$ cat src/rtl/keypad_pkg.sv
// Shared constants and types for the 4x4 keypad scanner.
package keypad_pkg;

  // Key code for each switch, indexed {row, col}
  localparam logic [3:0] KEY_MAP [16] = '{
    4'h1, 4'h2, 4'h3, 4'hA,
    4'h4, 4'h5, 4'h6, 4'hB,
    4'h7, 4'h8, 4'h9, 4'hC,
    4'h0, 4'hF, 4'hE, 4'hD
  };

  // Scan result / candidate: bit4 set means "no single key"
  localparam logic [4:0] KEY_NONE = 5'b1_0000;

  // Column drive while in reset (column 0 selected)
  localparam logic [3:0] COL_IDLE = 4'b0111;

  // Column currently driven low
  typedef enum logic [1:0] {
    COL_0 = 2'd0,
    COL_1 = 2'd1,
    COL_2 = 2'd2,
    COL_3 = 2'd3
  } col_state_t;

  // Active-low one-hot column drive for column index c
  function automatic logic [3:0] col_drive(input logic [1:0] c);
    return ~(4'b1000 >> c);
  endfunction

endpackage

$ cat src/rtl/sync_2ff.sv
// Two-flop synchronizer for the asynchronous keypad row lines; resets to all ones (no key).
module sync_2ff #(
  parameter int W = 4
) (
  input  logic         clk,
  input  logic         rst,
  input  logic [W-1:0] d,
  output logic [W-1:0] q
);

  logic [W-1:0] meta_q, meta_d;
  logic [W-1:0] sync_q, sync_d;

  // Next values: shift the input through the two stages
  always_comb begin
    meta_d = d;
    sync_d = meta_q;
  end

  // Synchronizer stages
  always_ff @(posedge clk or negedge rst) begin
    if (!rst) begin
      meta_q <= '1;
      sync_q <= '1;
    end else begin
      meta_q <= meta_d;
      sync_q <= sync_d;
    end
  end

  assign q = sync_q;

endmodule

$ cat src/rtl/keypad_scanner.sv
// 4x4 keypad scanner: column sequencing, per-scan hit collection with ghost
// rejection, scan-level debounce and single-pulse key acceptance.
module keypad_scanner
  import keypad_pkg::*;
#(
  parameter int COL_CYCLES     = 100000,
  parameter int DEBOUNCE_SCANS = 4
) (
  input  logic       clk,
  input  logic       rst,
  input  logic [3:0] row,
  output logic [3:0] col,
  output logic [3:0] decode,
  output logic       key_valid,
  output logic       key_pulse,
  output logic       scan_done
);

  localparam int CNT_W = $clog2(COL_CYCLES);
  localparam int STB_W = $clog2(DEBOUNCE_SCANS + 1);
  localparam logic [CNT_W-1:0] CNT_LAST = CNT_W'(COL_CYCLES - 1);
  localparam logic [STB_W-1:0] STB_MAX  = STB_W'(DEBOUNCE_SCANS);

  logic [3:0] row_sync;

  col_state_t       col_state_q, col_state_d;
  logic [CNT_W-1:0] cnt_q, cnt_d;
  logic [3:0]       col_q, col_d;
  logic [1:0]       hit_cnt_q, hit_cnt_d;   // hits so far this scan, saturates at 2
  logic [3:0]       hit_idx_q, hit_idx_d;   // {row, col} of the last hit this scan
  logic [4:0]       cand_q, cand_d;
  logic [STB_W-1:0] stable_q, stable_d;
  logic [3:0]       decode_q, decode_d;
  logic             key_valid_q, key_valid_d;
  logic             key_pulse_q, key_pulse_d;
  logic             scan_done_q, scan_done_d;

  logic       sample;
  logic [1:0] n_hits;
  logic [3:0] n_idx;
  logic [4:0] scan_res;

  sync_2ff #(.W(4)) u_row_sync (
    .clk (clk),
    .rst (rst),
    .d   (row),
    .q   (row_sync)
  );

  // Column sequencing, hit accumulation, debounce and acceptance
  always_comb begin
    col_state_d = col_state_q;
    cnt_d       = cnt_q;
    col_d       = col_q;
    hit_cnt_d   = hit_cnt_q;
    hit_idx_d   = hit_idx_q;
    cand_d      = cand_q;
    stable_d    = stable_q;
    decode_d    = decode_q;
    key_valid_d = key_valid_q;
    key_pulse_d = 1'b0;
    scan_done_d = 1'b0;
    n_hits      = hit_cnt_q;
    n_idx       = hit_idx_q;
    scan_res    = KEY_NONE;
    sample      = (cnt_q == CNT_LAST);

    if (!sample) begin
      cnt_d = cnt_q + CNT_W'(1);
    end else begin
      cnt_d       = '0;
      col_state_d = col_state_t'(col_state_q + 2'd1);
      col_d       = col_drive(col_state_d);

      // Fold this column's pressed rows into the scan's running tally
      for (int r = 0; r < 4; r++) begin
        if (!row_sync[3-r]) begin
          if (n_hits != 2'd2) n_hits = n_hits + 2'd1;
          n_idx = {2'(r), col_state_q};
        end
      end
      hit_cnt_d = n_hits;
      hit_idx_d = n_idx;

      if (col_state_q == COL_3) begin
        scan_done_d = 1'b1;
        hit_cnt_d   = '0;
        hit_idx_d   = '0;
        // Exactly one closed switch gives a key; none or several give NONE
        scan_res    = (n_hits == 2'd1) ? {1'b0, KEY_MAP[n_idx]} : KEY_NONE;

        if (scan_res == cand_q) begin
          if (stable_q != STB_MAX) stable_d = stable_q + STB_W'(1);
        end else begin
          cand_d   = scan_res;
          stable_d = STB_W'(1);
        end

        if (stable_d == STB_MAX) begin
          if (!cand_d[4] && (!key_valid_q || cand_d[3:0] != decode_q)) begin
            decode_d    = cand_d[3:0];
            key_valid_d = 1'b1;
            key_pulse_d = 1'b1;
          end else if (cand_d[4] && key_valid_q) begin
            key_valid_d = 1'b0;
          end
        end
      end
    end
  end

  // State and output registers
  always_ff @(posedge clk or negedge rst) begin
    if (!rst) begin
      col_state_q <= COL_0;
      cnt_q       <= '0;
      col_q       <= COL_IDLE;
      hit_cnt_q   <= '0;
      hit_idx_q   <= '0;
      cand_q      <= KEY_NONE;
      stable_q    <= '0;
      decode_q    <= 4'h0;
      key_valid_q <= 1'b0;
      key_pulse_q <= 1'b0;
      scan_done_q <= 1'b0;
    end else begin
      col_state_q <= col_state_d;
      cnt_q       <= cnt_d;
      col_q       <= col_d;
      hit_cnt_q   <= hit_cnt_d;
      hit_idx_q   <= hit_idx_d;
      cand_q      <= cand_d;
      stable_q    <= stable_d;
      decode_q    <= decode_d;
      key_valid_q <= key_valid_d;
      key_pulse_q <= key_pulse_d;
      scan_done_q <= scan_done_d;
    end
  end

  assign col       = col_q;
  assign decode    = decode_q;
  assign key_valid = key_valid_q;
  assign key_pulse = key_pulse_q;
  assign scan_done = scan_done_q;

endmodule

$ cat config.mk
export PLATFORM = sky130hd
export DESIGN_NAME = keypad_scanner
export DESIGN_NICKNAME = d
export VERILOG_FILES = /design/src/rtl/keypad_pkg.sv /design/src/rtl/sync_2ff.sv /design/src/rtl/keypad_scanner.sv
export SDC_FILE = /design/constraint.sdc
export NUM_CORES = 1
export LEC_CHECK = 0
export CORE_MARGIN = 5
export CORE_UTILIZATION = 50
export DETAILED_ROUTE_END_ITERATION = 10
export GPL_ROUTABILITY_DRIVEN = 0
export PLACE_DENSITY = 0.73
export SYNTH_ARGS = -nofsm -noshare
export SYNTH_HDL_FRONTEND = slang
export SYNTH_SLANG_ARGS = --single-unit
$ cat constraint.sdc
create_clock -name clk -period 4.1 [get_ports clk]
set_clock_uncertainty 0.1 [all_clocks]
set_input_delay 0.615 -clock clk [delete_from_list [all_inputs] [get_ports clk]]
set_output_delay 0.615 -clock clk [all_outputs]
set_load 0.1 [all_outputs]
## After elaboration in Yosys (flattened, before gate mapping)

Memory sizes are Yosys's and may differ from the RTL's.
Index checks and enable logic that the tools add are counted.

- Equal/unequal tests: 11
- Order comparisons: 1
- Shift-type cells: 1
- Add/subtract/negate cells: 7
- Mux-type cells: 38
- Reductions and logical operators: 9
- Bitwise gates (word level): 2

Operators by type and width:

| cell | count |
|---|---|
| 4-bit 2-to-1 mux | 8 |
| 2-bit 2-to-1 mux | 13 |
| 5-bit 2-to-1 mux | 4 |
| 17-bit by 1-bit adder with 17-bit output (second input constant) | 1 |
| 17-bit equality test (second input constant) | 1 |
| 17-bit 2-to-1 mux | 1 |
| 3-bit 2-to-1 mux | 4 |
| 2-bit by 1-bit adder with 2-bit output (second input constant) | 5 |
| 1-bit 2-to-1 mux | 8 |
| 2-bit inequality test (second input constant) | 4 |
| 4-bit AND reduction | 2 |
| 5-bit equality test | 1 |
| 5-bit greater-or-equal comparator (second input constant) | 1 |
| 4-bit inverter with 5-bit output | 1 |
| 4-bit inequality test | 1 |
| 4-bit inverter | 1 |
| 4-bit by 2-bit right shift with 4-bit output (first input constant) | 1 |
| 3-bit by 1-bit adder with 3-bit output (second input constant) | 1 |
| 3-bit equality test (second input constant) | 1 |
| 3-bit inequality test (second input constant) | 1 |
| 2-bit by 1-bit equality test with 1-bit output (second input constant) | 1 |
| 2-bit equality test (second input constant) | 1 |
| 1-bit logical AND | 2 |
| 1-bit logical NOT | 2 |
| other kinds (3) | 3 |

- Bits in registers: 52
- Word-level logic and storage cells: 83
- Input bits: 6
- Bits in read-only memories: 64
- Memories kept: 1

Memory list:

| name | depth | bits a word | rd ports | clocked after Yosys merged registers in | write ports | RTL line | text |
|---|---|---|---|---|---|---|---|
| (name not given) | 16 | 4 | 1 | 0 | 0 | keypad_scanner.sv:90 | `scan_res = (n_hits == 2'd1) ? {1'b0, KEY_MAP[n_idx]} : KEY_NONE;` |

## Logic depth before layout (Yosys ltp)

- Depth in word-level cells: 29
- Mapped depth: 13
- Mapped depth without buffers: 12

## Cells and area by module

From an unflattened synthesis, not the netlist that was laid out.

- Cells, all modules: 301
- Area, all modules: 3012.9 sq um

Modules (own cells, without submodules):

| module | sequential area each (sq um) | cells an instance | times used | area an instance (sq um) |
|---|---|---|---|---|
| keypad_scanner | 1106.1 | 293 | 1 | 2802.7 |
| sync_2ff | 210.2 | 8 | 1 | 210.2 |

## Least setup slack after synthesis

OpenSTA, ideal clock, no wires.

- Kind: register to register
- From: reg u_row_sync.sync_q[2], in the netlist u_row_sync.q[2]
- To: reg decode_q[3], in the netlist decode[3]
- Period minus slack after synthesis: 3.442 ns
- Cell stages (with the launch flop): 13
- Arrival time: 3.217 ns
- Path buffers: 1
- Path slack: 0.658 ns
- Path through: dfstp_2 -> buf_2 -> nand4_1 -> mux2i_1 -> inv_1 -> ha_1 -> nor3_1 -> or2_2 -> xnor2_1 -> a2111o_1 -> a2111oi_4 -> nand2_2 -> mux2_4

- Longest elaborated chain between the ends: 20
- Elaborated cells on any way between the ends: 35
- Those cells by class: add/sub (2); eq/ne (6); mux (21); bitwise (1); reduce/logical (4); memory (1)

Ends and longest elaborated chain:

| what | RTL line | text |
|---|---|---|
| start, declared | sync_2ff.sv:12 | `logic [W-1:0] sync_q, sync_d;` |
| start signal, assigned | sync_2ff.sv:27 | `sync_q <= sync_d;` |
| 2-bit 2-to-1 mux | keypad_scanner.sv:77 | `if (!row_sync[3-r]) begin` |
| 2-bit 2-to-1 mux | keypad_scanner.sv:68 | `if (!sample) begin` |
| 2-bit by 1-bit adder with 2-bit output or 2-bit inequality test (tied branches) | keypad_scanner.sv:78 | `if (n_hits != 2'd2) n_hits = n_hits + 2'd1;` |
| 2-bit 2-to-1 mux | keypad_scanner.sv:78 |  |
| 2-bit 2-to-1 mux | keypad_scanner.sv:77 |  |
| 2-bit 2-to-1 mux | keypad_scanner.sv:68 |  |
| 2-bit by 1-bit adder with 2-bit output or 2-bit inequality test (tied branches) | keypad_scanner.sv:78 |  |
| 2-bit 2-to-1 mux | keypad_scanner.sv:78 |  |
| (+4 left out) | n/a |  |
| 5-bit equality test | keypad_scanner.sv:92 | `if (scan_res == cand_q) begin` |
| 5-bit 2-to-1 mux | keypad_scanner.sv:92 |  |
| 5-bit 2-to-1 mux | keypad_scanner.sv:85 | `if (col_state_q == COL_3) begin` |
| 5-bit 2-to-1 mux | keypad_scanner.sv:68 |  |
| 4-bit inequality test | keypad_scanner.sv:100 | `if (!cand_d[4] && (!key_valid_q \|\| cand_d[3:0] != decode_q)) begin` |
| 1-bit logical OR | keypad_scanner.sv:100 |  |
| 1-bit logical AND | keypad_scanner.sv:100 |  |
| 4-bit AND reduction (no source line) | n/a |  |
| end signal, assigned | keypad_scanner.sv:134 | `decode_q <= decode_d;` |
| end, declared | keypad_scanner.sv:33 | `logic [3:0] decode_q, decode_d;` |

Every way passes the cells marked *; elsewhere a longest branch is shown, timed or not. The select of a mux whose other input is x is not followed.
A chain may end at the register's enable or synchronous reset.

## Worst setup path after layout

Same ends and word-level chain as after synthesis.

==> flow_summary.json <==
{
  "gr-total-overflow": 0,
  "status": "complete, no violations",
  "synthXorXnorAreaFrac": 0.06335,
  "end_kind": "register",
  "initial_utilization": 0.5134,
  "synth_mux_area_frac": 0.05383,
  "grt_first_pass_wirelength_um": 10010,
  "fmax_ghz": 0.2707,
  "die_h_um": 87.74,
  "drv_slew": 0,
  "wire_per_inst_um": 14.31,
  "drt_iter0_drc": 96,
  "startpoint_type": "register",
  "viasPerCell": 5.786,
  "cp.required_ps": 4190,
  "postCtsSetupRepairBufs": 0,
  "cts_tree": "built",
  "gr-usage-all-layers": 0.1634,
  "postPlaceCellArea_mm2": 0.003242,
  "slew_headroom": 0.3420,
  "nets": 337,
  "fin_cells": 393,
  "synth_adder_area_share": 0.06128,
  "layout_commonest_cell": "dfrtp_1",
  "die_area_mm2": 0.007698,
  "num_antenna_cells": 0,
  "critPathKind": "register to register",
  "final_cell_mix": "40 x dfrtp_1, 24 x nand2_1, 22 x nor2_1",
  "cts.clk_slew.worst_paths_ps": 90,
  "yosys.area_share.simple": 0.1826,
  "clockRootBuffer": "clkbuf_8",
  "crit_family": "simple AND/OR/NAND/NOR gates",
  "cts_hold_buf": 0,
  "fin_crit_ps": 3694,
  "synth_top_area_share": 0.3313,
  "fin_crit_sh": 0.9011,
  "post-place-ws_ps": 425.5,
  "ys_seq_area_frac": 0.4356,
  "die_w_um": 87.74,
  "wl_um": 5624,
  "netlist_area_mm2": 0.003022,
  "num_rows": 28,
  "peakVddDrop_uv": 187.2,
  "cp_max_fo": 19,
  "final.setup.tns_ps": 0,
  "synth.area.top_cells": "dfrtp_1 33%, dfstp_2 10%, ha_1 5.8%",
  "dr.pass1.iters": 4,
  "synth-async-reset-ratio": 1.000,
  "power_leakage_nw": 1.440,
  "synth_top_family_by_area": "simple AND/OR/NAND/NOR gates",
  "hp-class": "input pin to async pin",
  "tightest_slew_ps": 983.9,
  "drive_gt1_frac": 0.1447,
  "avgSynthCellArea_um2": 10.04,
  "clockBufferDepth": 2,
  "synth.ff_latch_count": 52,
  "layout_setup_ws_ps": 405.6,
  "clock_latency_ps": 300,
  "slowest_delay_ps": 720,
  "ys.flop_type": "dfrtp_1",
  "cp.arrival_ps": 3790,
  "grt_pass1_vias": 2195,
  "path_cells": "nand4_1 -> mux2i_1 -> buf_4 -> inv_1 -> ha_1 -> nor3_1 -> or2_2 -> xnor2_1 -> a2111o_1 -> a2111oi_4 -> nand2_2 -> mux2_4",
  "synth-compound-area-share": 0.1627,
  "p_per_area_mw_per_mm2": 281.4,
  "drc_errors": 0,
  "synth-edff-count": 0,
  "crit_buf_inv": 2,
  "final-setup-viol-count": 0,
  "antenna_found_initial": 0,
  "cts_max_level": 2,
  "hold_ws_ps": 193.0,
  "synth_top_cell_by_area": "dfrtp_1",
  "cts_buffers": 5,
  "core-area_mm2": 0.005886,
  "final_area_mm2": 0.003349,
  "ant_nets": 0,
  "pin_count": 17,
  "clock_sinks": 52,
  "synth_fp_nets": 321,
  "grt_start_max_net_pins": 30,
  "syn2layout_area_growth_pct": 10.85,
  "dp_hpwl_um": 4181,
  "synth_warnings": 0,
  "cts.repair.resized": 0,
  "vias": 2274,
  "rsz0062_at_grt": "false",
  "hold_viol": 0,
  "io_buffer_count": 16,
  "cap_violations": 0,
  "dp.cells": 385,
  "slowest_stage": "dfstp_2",
  "syn_inst": 301,
  "synthDistinctLibCells": 68
}
[sequential cells by signal (all words and copies together) (netlist names)]
| register | flops |
|---|---|
| cnt_q | 17 |
| cand_q | 5 |
| u_row_sync.meta_q | 4 |
| hit_cnt_q | 2 |
| col | 4 |
| key_valid | 1 |
| decode | 4 |
| col_state_q | 2 |
| hit_idx_q | 4 |
| key_pulse | 1 |
| stable_q | 3 |
| u_row_sync.q | 4 |
| scan_done | 1 |
[worst register-to-register path, delay by kind of cell (launching register included)]
kind	cells	cell delay [ps]
AO/OA/AOI/OAI	2	810
AND/OR/NAND/NOR	4	870
multiplexers	2	580
flip-flops	1	720
adder cells (fa/ha/maj)	1	170
buffers and inverters	2	250
XOR/XNOR	1	90
[metrics by stage]
stage | utilization | power (W)
after floorplan | - | 0.0005858
after global placement | 0.5508 | 0.0006099
after detailed placement | 0.5508 | 0.0006116
after CTS | 0.5691 | 0.0009560
after global routing | 0.5691 | 0.0009909
final | 0.5691 | 0.0009424
[path summary, 6_finish.rpt]
kind / startpoint / depth (start not counted) / slack [ps] / endpoint
worst max-delay path: u_row_sync.q[2] / 12 / 410 / decode[3]
worst min-delay path: rst / 1 / 190 / decode[2]
worst max register to register: u_row_sync.q[2] / 12 / 410 / decode[3]
worst min register to register: u_row_sync.meta_q[0] / 0 / 260 / u_row_sync.q[0]
max in group asynchronous: rst / 2 / 2890 / col[0]
min in group clk: u_row_sync.meta_q[0] / 0 / 260 / u_row_sync.q[0]
[area by class of cell]
cell class | instances | area, um^2
flip-flops and latches | 52 | 1316
clock inverters | 2 | 35.03
well taps | 75 | 93.84
fillers | 538 | 2536
multi-input cells | 222 | 1583
clock buffers | 6 | 72.57
repair buffers | 21 | 192.7
inverters | 15 | 56.30
[per-layer routing]
layer / wire length, um / part of all wire / global-route usage
met5: 0 / 0 / 0
met3: 136 / 0.024 / 0.03481
met1: 2722 / 0.48 / 0.2151
met4: 161 / 0.029 / 0.07531
met2: 2603 / 0.46 / 0.2582
[synth_stat cells, types with 5 or more instances]
master and n:
dfstp_2 12, nand3_1 12, ha_1 14, mux2_2 5, dfrtp_1 40, buf_2 5, nand2b_1 6, xor2_1 5
o21ai_0 14, mux2i_1 8, nor2_1 22, xnor2_1 15, nor3_1 8, clkbuf_1 5, a21oi_1 7, inv_1 14
nand4_1 10, nand2_1 24
[logic make-up (layout without fill, tap and decap cells)]
kind of cell | after synthesis | in the layout
AO/OA/AOI/OAI | 64 | 64
XOR/XNOR | 21 | 21
adder cells (fa/ha/maj) | 15 | 15
buffers and inverters | 27 | 44
flip-flops | 52 | 52
multiplexers | 15 | 15
AND/OR/NAND/NOR | 107 | 107
[report_power, final]
group | internal, W | leakage [nW] | switching [W]
Combinational | 0.0000278 | 0.715 | 0.0000462
Sequential | 0.000520 | 0.670 | 0.00000750
Clock | 0.000181 | 0.0552 | 0.000159
No activity file was read; power rests on OpenSTA's default activity.
